[config.mk]
export PLATFORM = sky130hd
export DESIGN_NAME = vram_arbiter
export DESIGN_NICKNAME = d
export VERILOG_FILES = /design/src/rtl/vram_pkg.sv /design/src/rtl/vram_lookahead.sv /design/src/rtl/vram_arbiter.sv
export SDC_FILE = /design/constraint.sdc
export NUM_CORES = 1
export LEC_CHECK = 0
export CAP_MARGIN = 15
export CORE_MARGIN = 1.5
export CORE_UTILIZATION = 47
export CTS_CLUSTER_DIAMETER = 80
export CTS_CLUSTER_SIZE = 8
export DETAILED_ROUTE_END_ITERATION = 8
export PLACE_DENSITY = 0.94
export SYNTH_ARGS = -nofsm -noshare
export SYNTH_HDL_FRONTEND = slang
export SYNTH_SLANG_ARGS = --single-unit
[constraint.sdc]
create_clock -name clk_25 -period 11.45 [get_ports clk_25]
set_clock_uncertainty 0.1 [all_clocks]
set_input_delay 2.29 -clock clk_25 [delete_from_list [all_inputs] [get_ports clk_25]]
set_output_delay 2.29 -clock clk_25 [all_outputs]
set_load 0.05 [all_outputs]
[src/rtl/vram_pkg.sv]
// vram_pkg: shared constants, slot type and framebuffer address helper for
// the VRAM arbiter and any later fetchers (sprites, overlays) that need the
// same display timing.
//   H_TOTAL/V_TOTAL   : full VGA frame size in pixel clocks / lines
//   H_ACTIVE/V_ACTIVE : visible area
//   LOOKAHEAD         : clocks between address issue and pixel on screen
//   CNT_W             : width of the hs/vs counters
package vram_pkg;

  localparam int CNT_W     = 10;
  localparam int H_TOTAL   = 800;
  localparam int V_TOTAL   = 525;
  localparam int H_ACTIVE  = 640;
  localparam int V_ACTIVE  = 480;
  localparam int LOOKAHEAD = 2;

  typedef enum logic {
    SLOT_CPU  = 1'b0,
    SLOT_DISP = 1'b1
  } slot_t;

  // Each stored pixel covers a 2x2 screen block, so both coordinates halve.
  function automatic logic [31:0] fb_addr(input logic [CNT_W-1:0] ph,
                                          input logic [CNT_W-1:0] pv,
                                          input int               fb_w);
    return 32'(pv >> 1) * 32'(fb_w) + 32'(ph >> 1);
  endfunction

endpackage

[src/rtl/vram_lookahead.sv]
// vram_lookahead: maps the live VGA position (hs,vs) to the position whose
// pixel must be fetched now, LOOKAHEAD clocks ahead, and classifies the
// current memory cycle.
//   hs, vs  in  : live horizontal / vertical counters
//   ph, pv  out : lookahead position (wraps 800 -> next line, 525 -> line 0)
//   active  out : lookahead position is inside the visible area
//   slot    out : owner of this memory cycle
//
// slot      | meaning
// SLOT_DISP | even lookahead pixel in the active area: fetch for display
// SLOT_CPU  | everything else, including out-of-range hs/vs
module vram_lookahead
  import vram_pkg::*;
(
  input  logic [CNT_W-1:0] hs,
  input  logic [CNT_W-1:0] vs,
  output logic [CNT_W-1:0] ph,
  output logic [CNT_W-1:0] pv,
  output logic             active,
  output slot_t            slot
);

  logic [CNT_W:0] h_sum;
  logic           in_range;

  always_comb begin
    h_sum = {1'b0, hs} + (CNT_W+1)'(LOOKAHEAD);
    ph    = h_sum[CNT_W-1:0];
    pv    = vs;
    if (h_sum >= (CNT_W+1)'(H_TOTAL)) begin
      ph = CNT_W'(h_sum - (CNT_W+1)'(H_TOTAL));
      pv = (vs == CNT_W'(V_TOTAL - 1)) ? '0 : vs + CNT_W'(1);
    end
    // Garbage counter values must never steal a cycle from the CPU.
    in_range = (hs < CNT_W'(H_TOTAL)) && (vs < CNT_W'(V_TOTAL));
    active   = in_range && (ph < CNT_W'(H_ACTIVE)) && (pv < CNT_W'(V_ACTIVE));
    slot     = (active && !ph[0]) ? SLOT_DISP : SLOT_CPU;
  end

endmodule

[src/rtl/vram_arbiter.sv]
// vram_arbiter: time-shares a single-port synchronous VRAM between the
// display fetch and a CPU valid/ready port. Display reads take even
// lookahead pixels in active video; every other cycle belongs to the CPU.
//   clk_25, rst_n              : pixel clock, async active-low reset
//   hs, vs                     : VGA counters
//   cpu_req_valid/ready        : CPU handshake (ready is combinational)
//   cpu_we, cpu_addr, cpu_wdata: CPU request
//   cpu_rdata, cpu_rdata_valid : read response, one cycle after handshake
//   mem_addr/we/wdata/rdata    : RAM port (rdata one cycle after address)
//   pix_data                   : pixel for the current (hs,vs), 0 in blanking
// Optional FB_DOUBLE_BUFFER_EN: adds swap_req / front_page and a page bit on
// mem_addr; display reads the front page, the CPU accesses the back page.
module vram_arbiter
  import vram_pkg::*;
#(
  parameter int DATA_W = 8,
  parameter int ADDR_W = 17,
  parameter int FB_W   = 320,
  parameter int FB_H   = 240,
`ifdef FB_DOUBLE_BUFFER_EN
  localparam int MEM_AW = ADDR_W + 1
`else
  localparam int MEM_AW = ADDR_W
`endif
) (
  input  logic              clk_25,
  input  logic              rst_n,
  input  logic [CNT_W-1:0]  hs,
  input  logic [CNT_W-1:0]  vs,
  input  logic              cpu_req_valid,
  output logic              cpu_req_ready,
  input  logic              cpu_we,
  input  logic [ADDR_W-1:0] cpu_addr,
  input  logic [DATA_W-1:0] cpu_wdata,
  output logic [DATA_W-1:0] cpu_rdata,
  output logic              cpu_rdata_valid,
  output logic [MEM_AW-1:0] mem_addr,
  output logic              mem_we,
  output logic [DATA_W-1:0] mem_wdata,
  input  logic [DATA_W-1:0] mem_rdata,
`ifdef FB_DOUBLE_BUFFER_EN
  output logic [DATA_W-1:0] pix_data,
  input  logic              swap_req,
  output logic              front_page
`else
  output logic [DATA_W-1:0] pix_data
`endif
);

  logic [CNT_W-1:0]  ph, pv;
  logic              active;
  slot_t             slot;
  logic              cpu_slot, disp_go, cpu_fire, addr_ok;
  logic [ADDR_W-1:0] addr_lo;
  logic              disp_d1, active_d1;
  logic              rd_pend, rd_oor;

  vram_lookahead u_lookahead (
    .hs     (hs),
    .vs     (vs),
    .ph     (ph),
    .pv     (pv),
    .active (active),
    .slot   (slot)
  );

  // Gating with rst_n keeps every combinational output at its reset value
  // while reset is held.
  assign cpu_slot = rst_n && (slot == SLOT_CPU);
  assign disp_go  = rst_n && (slot == SLOT_DISP);
  assign cpu_fire = cpu_slot && cpu_req_valid;
  assign addr_ok  = cpu_addr < ADDR_W'(FB_W * FB_H);

  always_comb begin
    cpu_req_ready = cpu_slot;
    addr_lo       = '0;
    mem_we        = 1'b0;
    mem_wdata     = '0;
    if (disp_go) begin
      addr_lo = ADDR_W'(fb_addr(ph, pv, FB_W));
    end else if (cpu_fire) begin
      addr_lo = cpu_addr;
      // Out-of-range writes still handshake but never reach the RAM.
      if (cpu_we && addr_ok) begin
        mem_we    = 1'b1;
        mem_wdata = cpu_wdata;
      end
    end
  end

  // Two-stage pixel pipe: the cycle after a display read, mem_rdata is
  // captured; the odd-pixel cycle in between holds it so each stored pixel
  // shows twice. Leaving the active area clears the pixel.
  always_ff @(posedge clk_25 or negedge rst_n) begin
    if (!rst_n) begin
      disp_d1   <= 1'b0;
      active_d1 <= 1'b0;
      pix_data  <= '0;
      rd_pend   <= 1'b0;
      rd_oor    <= 1'b0;
    end else begin
      disp_d1   <= (slot == SLOT_DISP);
      active_d1 <= active;
      if (disp_d1) begin
        pix_data <= mem_rdata;
      end else if (!active_d1) begin
        pix_data <= '0;
      end
      rd_pend <= cpu_fire && !cpu_we;
      rd_oor  <= !addr_ok;
    end
  end

  assign cpu_rdata_valid = rd_pend;
  assign cpu_rdata       = (rd_pend && !rd_oor) ? mem_rdata : '0;

`ifdef FB_DOUBLE_BUFFER_EN
  logic page;
  logic swap_pend;
  logic swap_now;

  assign swap_now = (hs == '0) && (vs == CNT_W'(V_ACTIVE));
  assign page     = disp_go ? front_page : (cpu_fire ? ~front_page : 1'b0);
  assign mem_addr = {page, addr_lo};

  always_ff @(posedge clk_25 or negedge rst_n) begin
    if (!rst_n) begin
      front_page <= 1'b0;
      swap_pend  <= 1'b0;
    end else if (swap_now) begin
      if (swap_pend || swap_req) begin
        front_page <= ~front_page;
      end
      swap_pend <= 1'b0;
    end else if (swap_req) begin
      swap_pend <= 1'b1;
    end
  end
`else
  assign mem_addr = addr_lo;
`endif

endmodule

; ---- After elaboration in Yosys (flattened, before gate mapping)
; Index checks and enable logic that the tools add are counted.
[totals]
regBits = 12
latchBits = 0
ram_bits = 0
mem_bits_ro = 0
input_bits = 57
out_inout_bits = 44
elab_cells = 48
mem_count = 0
[classes]
add_sub_neg = 4
n_mul = 1
div_mod_pow = 0
magnitude_cmp = 6
n_eq_ne = 2
shifts = 0
muxes = 15
bitwise = 1
reduce_logical = 14
[ops]
columns = op, count
row1 = two-way mux 8 bit, 6
row2 = two-way mux 17 bit, 2
row3 = "less-than comparator 10 bit, second input constant", 3
row4 = two-way mux 10 bit, 3
row5 = adder 17 x 9 -> 17 bit, 1
row6 = "less-than comparator 17 bit, second input constant", 1
row7 = "adder 10 x 2 -> 11 bit, second input constant", 1
row8 = "greater-or-equal comparator 11 x 10 -> 1 bit, second input constant", 1
row9 = "multiplier 9 x 3 -> 11 bit, second input constant", 1
row10 = "adder 10 x 1 -> 10 bit, second input constant", 1
row11 = "== test 10 bit, second input constant", 1
row12 = logical AND 1 bit, 10
row13 = "less-than comparator 10 x 9 -> 1 bit, second input constant", 1
row14 = "subtractor 10 bit, second input constant", 1
row15 = zero test 1 bit, 4
row16 = two-way mux 1 bit, 4
row17 = "inequality test 2 bit, second input constant", 1
row18 = inverter 1 bit, 1

; ---- Longest topological paths before layout
; Gate-level depths: netlist of run 1.
[depth]
ltp_word = 13
ltp_mapped = 23
mapped_depth_nobuf = 22

; ---- By module
; From an unflattened synthesis of run 1, not the netlist that was laid out.
[unflattened]
hier_cells = 285
area_unflattened_um2 = 2264.7
[modules_own_cells]
columns = module, n_inst, cells_per_inst, area_per_inst_um2
row1 = vram_arbiter, 1, 152, 1371.3
row2 = vram_lookahead, 1, 133, 893.4

; ---- Worst setup path before layout of run 1
; OpenSTA, ideal clock, no wires.
[synth_timing]
path_kind = input to output
from = input hs[1]
to = output mem_addr[16]
t_arrival_ps = 7213
slack_ps = 1847
stages = 23
path_cell_list = ha_1 > nand3_2 > xor2_1 > inv_1 > ha_1 > nand2_1 > nor4_1 > o2bb2ai_2 > and2_1 > clkbuf_1 > o21ai_0 > o21ai_0 > ha_1 > ha_1 > fa_1 > a211oi_1 > nor2_1 > o311ai_0 > nand4_1 > xor2_1 > nor3_1 > nand3b_1 > mux2i_1
[synth_between]
elab_chain_cells = 13
elab_cells_between_ends = 22
[synth_rtl]
columns = element, line_no
row1 = from (decl), vram_arbiter.sv:28  ; input logic [CNT_W-1:0] hs,
row2 = branches (longest 12 deep; another with adder 17 x 9 -> 17 bit), n/a
row3 = two-way mux 17 bit *, vram_arbiter.sv:79  ; if (disp_go) begin
row4 = to (decl), vram_arbiter.sv:37  ; output logic [MEM_AW-1:0] mem_addr,
; Mark *: on every way between the ends.

; ---- Worst setup path in the final report of run 1
; Ends and elaborated chain as after synthesis.

==> impl.org, run 1 <==
** Outcome
- Result of the run :: finished clean

** Worst setup path
- Walking the worst path, the cells encountered are clkdlybuf4s50_1 -> ha_1 -> nand3_2 -> xor2_1 -> inv_1 -> ha_1 -> nand2_1 -> nor4_1 -> o2bb2ai_2 -> and2_1 -> o21ai_0 -> o21ai_0 -> ha_1 -> ha_1 -> fa_1 -> a211oi_1 -> nor2_1 -> o311ai_0 -> nand4_1 -> xor2_1 -> nor3_1 -> nand3b_1 -> mux2i_1 -> clkdlybuf4s50_1.
- The worst setup path is launched from an input pin.
- On the critical path, the stage with the largest delay is an instance of sky130_fd_sc_hd__clkdlybuf4s50_1.
- CP top delay family :: buffers and inverters
- The largest single stage delay on the critical path is 0.85 ns.
- Counting stages on the worst path, the most repeated cell is sky130_fd_sc_hd__ha_1.
- For flop-to-flop paths, the worst setup slack is approximately 10 ns.
- The critical path contains buffers and inverters numbering 3 combined.
- By startpoint and endpoint, the worst setup path is classified as in2out.
- The worst register-to-register path begins at disp_d1$_DFF_PN0_.
- Of all nets on the critical path, the largest fanout is 10.
- Measured in cells, the most critical reg-to-reg path has a length of 2.
- The worst setup path is captured at a primary output.
- Data on the critical path is required at its endpoint by approximately 9.1 ns.
- Endpoint arrival time on the critical path :: 8.58 ns
- The endpoint identified for the worst register-to-register timing path is pix_data[1]$_DFFE_PN0P_.

** Logic synthesis
- By count the netlist is led by 50 x sky130_fd_sc_hd__nand2_1, 24 x sky130_fd_sc_hd__ha_1, 17 x sky130_fd_sc_hd__mux2i_1.
- Count of warnings emitted by yosys :: 0
- Most frequent cell after synthesis :: sky130_fd_sc_hd__nand2_1
- Proportion of netlist area held by the largest area contributor :: 0.128
- Ys async rst share :: 1.00
- Instance count of the mapped netlist :: just over 300
- Netlist area before placement :: approximately 0.0024 sq mm
- Distinct cell type count after synthesis :: between 50 and 60
- Post-synthesis share of cell area spent on full adders, half adders and majority gates :: 0.145
- Post-synthesis share of cell area spent on and, or, nand and nor gates :: 0.313
- The share of the Yosys chip area taken by registers is 0.128.
- By area the synthesized netlist is led by sky130_fd_sc_hd__dfrtp_1 13%, sky130_fd_sc_hd__ha_1 13%, sky130_fd_sc_hd__nand2_1 8.0%.
- Parity-gate share of the synthesized area counting xor and xnor cells :: 0.0818
- Among all flip-flop cells after synthesis, the most frequent one is sky130_fd_sc_hd__dfrtp_1.
- In this run, synthesis inferred 0 flip-flops with an integrated enable.
- Each instance of the synthesized netlist takes up on average between 7 and 8 sq um.
- Top cell type by total area after synthesis :: sky130_fd_sc_hd__dfrtp_1
- Compound-cell area share of the yosys netlist :: 0.205
- Fraction of synthesized area in multiplexers :: 0.0723
- Dominant combinational cell family by area after synthesis :: simple AND/OR/NAND/NOR gates
- Number of register bits inferred by synthesis :: 12
- Net Count, Synth :: roughly 390

** Run
- The tool flagged a number of max-cap violations equal to 0.

** Floorplanning
- Area of the die :: 0.00544 sq mm
- The core region is 0.00479 sq mm.
- Initial standard-cell utilization of the core :: 0.492
- Die height :: between 70 and 80 um
- The initialized floorplan defines 25 standard-cell rows.
- During I/O placement, the number of pins put on the boundary was 101.
- The die is roughly 74 um wide.

** Clock network
- Maximum root-to-sink buffer count :: 2
- Buffer type at the clock tree root :: sky130_fd_sc_hd__clkbuf_8
- Setup fix buffers added after clock tree synthesis :: 0
- Clock buffer count from CTS :: 3
- CTS saw 12 sinks.
- For this design, the CTS-stage hold fixing added 0 buffers.
- The clock reaches the later pin of the worst-skew pair after ~0.24 ns.
- In this run the number of H-tree levels came out at 1.
- CTS clk-pin slew, worst paths :: 0.06 ns
- The number of gates resized after CTS was 0.
- Clock tree from TritonCTS :: done

** Finish
- The number of antenna diodes in the final layout is 0.
- In the final layout, the share of cells above drive strength 1 is 0.0451.
- Finished Layout Cells :: approximately 470
- In the final layout, the multi-input gates occupy a little under 0.002 sq mm.
- Final net count :: around 480
- Sequential Area :: 300 sq um
- The layout has around 390 filler cells.
- Utilization of the core after routing :: 0.718
- Relative to the synthesized area, the layout overhead comes to 45.9%.

** Detailed routing
- Residual antenna-violating net count after detailed routing :: 0
- Drt drc :: 0
- In this run, the number of DRC markers left after iteration 0 of detailed routing was 155.
- First-pass iteration count of the detailed router :: 4
- Wires add up to 6970 um.
- In the routed layout, each cell is associated on average with a via count of roughly 5.7.
- Across all layers, the routed design uses around 2700 vias.
- After detailed routing, the average wire length per cell comes to 14.9 um.

** Min path
- Worst hold path stage count :: 1
- Class of the worst hold path :: reg2reg
- End point of the worst hold path :: pix_data[2]$_DFFE_PN0P_
- The worst hold path begins at pix_data[2]$_DFFE_PN0P_.

** Global routing
- Entering global routing, the biggest net connects 33 pins.
- The number of antenna violations at the first check in global routing was 0.
- Gr ovfl total :: 0
- Number of global-route vias before repair :: ~2400
- In the global route stage, overall resource usage came out at 0.252.
- Global-route wire length before repair :: 11000 um

** STA
- Timing would allow up to roughly 91 MHz.
- Post-route fraction of the period consumed by the critical path :: 0.958
- Number of endpoints failing setup at the final stage :: 0
- Post-Route Setup TNS :: 0 ns
- Max Transition Viols Final :: 0
- The worst pin sits at a relative slew slack of 0.320.
- Hold is met by approximately 0.4 ns.
- Setup repair after global routing missed its margin :: false
- The total count of hold-check failures in the final report is 0.
- Measured slew at the worst slew-check pin :: 1.01 ns
- Minimum period implied by the final worst setup slack :: ~11 ns

** Place
- Gp weighted congestion :: between 0.9 and 1
- Port buffering added 100 buffers.
- Placed Instances :: roughly 460
- Placed wire-length estimate after detailed placement :: ~5600 um

** Power
- The analysis attributes to cell leakage a power of ~1.3 nW.
- In this run the power density over the cells is roughly 68 mW/mm^2.
- The worst-case IR drop observed on VDD is roughly 0.00003 V.
==> layout by cell type (no fill, tap or decap), types with 4 or more instances in the layout <==
cell	netlist	final
sky130_fd_sc_hd__a21oi_1	7	7
sky130_fd_sc_hd__clkbuf_8	0	4
sky130_fd_sc_hd__nand3_1	5	5
sky130_fd_sc_hd__a22o_1	8	8
sky130_fd_sc_hd__and2_1	12	12
sky130_fd_sc_hd__clkdlybuf4s50_1	0	100
sky130_fd_sc_hd__mux2i_1	17	17
sky130_fd_sc_hd__ha_1	24	24
sky130_fd_sc_hd__o21ai_0	15	15
sky130_fd_sc_hd__nand2_1	50	50
sky130_fd_sc_hd__xnor2_1	15	15
sky130_fd_sc_hd__nor3_1	8	8
sky130_fd_sc_hd__inv_1	15	15
sky130_fd_sc_hd__a211oi_1	5	5
sky130_fd_sc_hd__nor2b_1	8	8
sky130_fd_sc_hd__xor2_1	7	7
sky130_fd_sc_hd__nor4b_1	7	7
sky130_fd_sc_hd__dfrtp_1	12	12
sky130_fd_sc_hd__nor2_1	16	16
sky130_fd_sc_hd__nand2b_1	4	4
==> flip-flops by register name, indices dropped and copies added (netlist names) <==
register / flops
rd_oor: 1
disp_d1: 1
active_d1: 1
cpu_rdata_valid: 1
pix_data: 8
==> through the flow <==
stage	worst slack, ns	power (mW)	cell area (sq um)
CTS	0.555	0.231	3430
global route	0.0211	0.247	3430
global placement	0.894	0.180	3380
detailed placement	0.566	0.184	3380
finish	0.476	0.232	3430
floorplan	1.85	0.134	2350
==> where the power goes <==
group	leakage [nW]	switching, mW	internal, mW	total (mW)
Sequential	0.164	0.000648	0.0435	0.0442
Clock	0.0288	0.0161	0.0304	0.0465
Combinational	1.14	0.0792	0.0621	0.141
Total	1.33	0.0959	0.136	0.232
==> how the worst max path moves through the flow <==
stage	to	slack (ns)	depth (start not counted)	startpoint
finish	mem_addr[16]	0.48	24	hs[1]
global route	mem_addr[16]	0.02	24	hs[1]
CTS	mem_addr[16]	0.55	24	hs[1]
detailed placement	mem_addr[16]	0.57	24	hs[1]
global placement	mem_addr[16]	0.89	24	hs[1]
floorplan	mem_addr[16]	1.85	23	hs[1]
==> worst register-to-register path: cells and delay by family (launching register included) <==
family / cells / cell delay (ns)
AND/OR/NAND/NOR: 1 / 0.49
AO/OA/AOI/OAI: 1 / 0.22
flip-flops: 1 / 0.48
==> kinds of logic (layout without fill, tap and decap cells) <==
logic type                 Yosys count  count (layout)
AOI/OAI and AO/OA                   63              63
buffers and inverters               27             121
and+or+nand+nor                    138             138
adders and majority gates           26              26
DFF                                 12              12
muxes                               17              17
xor gates and xnor gates            22              22
==> per-layer routing <==
layer,vias up,track usage,share of wire
met4,0,0.0926,0.016
met1,1239,0.312,0.41
li1,1295,-,-
met2,125,0.441,0.49
met5,-,0,0
met3,14,0.0329,0.086
==> layout make-up <==
class                      instances  area share
tap                               67      0.0244
multi-input combinational        266       0.560
clock buffer                       4      0.0160
sequential                        12      0.0874
inverter                          15      0.0164
timing repair buffer             102       0.296
No activity file was read; power rests on OpenSTA's default activity.
==> run 2: changes to the inputs <==
--- a/config.mk
+++ b/config.mk
@@ -6,7 +6,6 @@
 export NUM_CORES = 1
 export LEC_CHECK = 0
 export CAP_MARGIN = 15
-export CORE_MARGIN = 1.5
 export CORE_UTILIZATION = 47
 export CTS_CLUSTER_DIAMETER = 80
 export CTS_CLUSTER_SIZE = 8
==> run 2 against run 1 <==
  * Critical path depth unchanged
  * Final cell count increased by 0.21%
  * Register-to-register slack about the same
  * Routed wire length decreased by 6.0%
  * Clock power decreased by 3%
  * Critical path type unchanged
==> impl.org, run 2 (synthesis results as in run 1) <==
** Worst setup path
- Traced cell by cell, the critical path runs through clkdlybuf4s50_1 -> ha_1 -> nand3_2 -> xor2_1 -> inv_1 -> ha_1 -> nand2_1 -> nor4_1 -> o2bb2ai_2 -> and2_1 -> o21ai_0 -> o21ai_0 -> ha_1 -> ha_1 -> fa_1 -> a211oi_1 -> nor2_1 -> o311ai_1 -> nand4_1 -> xor2_1 -> nor3_1 -> nand3b_1 -> mux2i_1 -> clkdlybuf4s50_1.
- The most numerous cell type found on the critical path is sky130_fd_sc_hd__ha_1.
- Data on the critical path is required at its endpoint by 9.06 ns.
- CP top delay family :: buffers and inverters
- The worst setup path is launched from an input pin.
- Worst-path cell with the longest stage delay :: sky130_fd_sc_hd__clkdlybuf4s50_1
- STA classifies the critical path endpoint as a primary output.
- Register-to-register setup slack :: roughly 10 ns
- Along the worst path, the maximum fanout reaches 10.
- Endpoint arrival time on the critical path :: approximately 8.4 ns
- By startpoint and endpoint, the worst setup path is classified as in2out.
- The number of buffers and inverters on the critical path is 3.
- Delay contributed by the slowest stage of the critical path :: slightly above 0.8 ns

** Finish
- Largest register by flop count :: pix_data
- Of the cells placed in the final design, the portion with a size suffix greater than 1 is 0.0475.
- Final non-filler cell area :: around 0.0034 sq mm
- 0 antenna diodes ended up in the layout.
- Leaving out fill and tap cells, the most frequent cell in the layout is sky130_fd_sc_hd__clkdlybuf4s50_1.
- From synthesis to final layout, the design area changed by 46.2%.
- After the last flow step, the layout net total stands at roughly 480.
- Most used cells in the layout excluding fill and tap cells :: 100 x sky130_fd_sc_hd__clkdlybuf4s50_1, 50 x sky130_fd_sc_hd__nand2_1, 24 x sky130_fd_sc_hd__ha_1
- The register with the most flip-flops in the layout has 8 of them.

** Power
- The analysis attributes to cell leakage a power of around 1.3 nW.
- Cell Pwr Density :: between 60 and 70 mW/mm^2
- VDD sags by at most between 0.00003 and 0.00004 V.

** Floorplanning
- Core area :: between 0.004 and 0.005 sq mm
- Row generation in the floorplan step produced 25 rows.
- In this run the count of I/O pins placed on the die edge is roughly 100.
- For this configuration, the core starts out at a cell density of 0.492.
- Measured along the x axis, the die boundary spans 72.8 um.
- Measured along the y axis, the die boundary spans about 73 um.
- The die covers between 0.005 and 0.006 sq mm.

** Global routing
- Number of global-route vias before repair :: 2551
- Entering global routing, the biggest net connects 33 pins.
- Global router's overall resource usage :: 0.256
- Global routing finished with a remaining overflow of 0.
- Global-route wire length before repair :: roughly 11000 um
- The number of antenna violations at the first check in global routing came to 0.

** Detailed routing
- Residual antenna-violating net count after detailed routing :: 0
- The first detailed-routing pass ran for 4 iterations.
- The routed layout has ~2600 vias.
- After detailed routing, the number of remaining DRC violations is 0.
- Dividing the detail-routed wire length by the instance count gives 14.0 um.
- Routed wire length :: ~6600 um
- Detailed-route vias per instance :: between 5 and 6
- The first routing iteration left 140 violations.

** Clock network
- Clock tree synthesis inserted a total of 3 buffers.
- Buffer type at the clock tree root :: sky130_fd_sc_hd__clkbuf_8
- The tree built by TritonCTS fans out to 12 sinks.
- Maximum root-to-sink buffer count :: 2
- Clk_lat worst skew :: 0.24 ns
- H-tree lvl count :: 1
- CTS clk-pin slew, worst paths :: 0.05 ns
- Setup fix buffers added after clock tree synthesis :: 0
- TritonCTS built the clock tree.

** Outcome
- The flow ran to the end, and the final reports show no timing, DRC or antenna violations.

** STA
- Adding up every negative setup slack in the final design gives 0 ns.
- Dividing the final minimum period by the clock period gives 0.938.
- Measured slew at the worst slew-check pin :: approximately 0.94 ns
- Maximum frequency from static timing analysis :: ~93 MHz
- Worst Hold Margin :: just under 0.4 ns
- Max Transition Viols Final :: 0
- Worst slew margin relative to its limit :: 0.366
- Setup violations remaining at the end of the flow were counted as 0.
- Setup repair after global routing missed its margin :: false
- Final count of hold timing violations :: 0
- Minimum period implied by the final worst setup slack :: 10.74 ns

** Place
- The congestion estimate from routability-driven global placement came to roughly 0.9.
- Placed cell area :: 0.00339 sq mm
- Placed wire-length estimate after detailed placement :: approximately 5400 um
- Buffers placed on the I/O ports in this run total 100.

** Min path
- Class of the worst hold path :: reg2reg

** Run
- Max-cap violations in this run came to 0.
run 2: report_power, final:
part | internal (mW) | switching [mW] | total [mW]
registers | 0.0435 | 0.000670 | 0.0442
logic | 0.0620 | 0.0769 | 0.139
clock network | 0.0303 | 0.0149 | 0.0452
run 2: routing by layer:
metal / vias up / part of all wire / wire length, um / track usage
li1: 1295 / - / - / -
met1: 1206 / 0.45 / 2920 / 0.321
met2: 107 / 0.48 / 3110 / 0.445
met3: 11 / 0.061 / 402 / 0.0345
met4: 0 / 0.018 / 118 / 0.100
met5: - / 0 / 0 / 0
run 2: worst paths after layout:
path | end | start | cells after the start
worst max-delay path | mem_addr[16] | hs[1] | 24
worst min-delay path | pix_data[4]$_DFFE_PN0P_ | pix_data[4]$_DFFE_PN0P_ | 1
worst max register to register | pix_data[0]$_DFFE_PN0P_ | disp_d1$_DFF_PN0_ | 2
worst min register to register | pix_data[4]$_DFFE_PN0P_ | pix_data[4]$_DFFE_PN0P_ | 1
max in group asynchronous | active_d1$_DFF_PN0_ | rst_n | 2
min in group asynchronous | pix_data[4]$_DFFE_PN0P_ | rst_n | 2
run 2: timing repair:
item	CTS	global route
gates resized for setup	0	1
setup endpoints to repair	0	1
hold buffers	0	0
run 2: area by class of cell:
class	count	area [sq um]
multi-input cells	266	1920
fillers	364	1340
repair buffers	103	1020
flip-flops and latches	12	300
well taps	67	83.8
inverters	15	56.3
clock buffers	4	55.1
run 2: per-stage QoR:
step / utilization / power (mW) / std cells / setup slack (ns)
floorplan: - / 0.134 / 305 / 1.85
global placement: 0.708 / 0.179 / 463 / 0.920
detailed placement: 0.708 / 0.182 / 463 / 0.594
CTS: 0.719 / 0.228 / 467 / 0.578
global route: 0.719 / 0.245 / 467 / 0.188
finish: 0.719 / 0.228 / 467 / 0.706
run 2: worst reg2reg max path, cell delays in order, from the launching register on:
cell                      delay [ns]
sky130_fd_sc_hd__dfrtp_1        0.48
sky130_fd_sc_hd__nor2b_1        0.49
sky130_fd_sc_hd__a22o_1         0.22
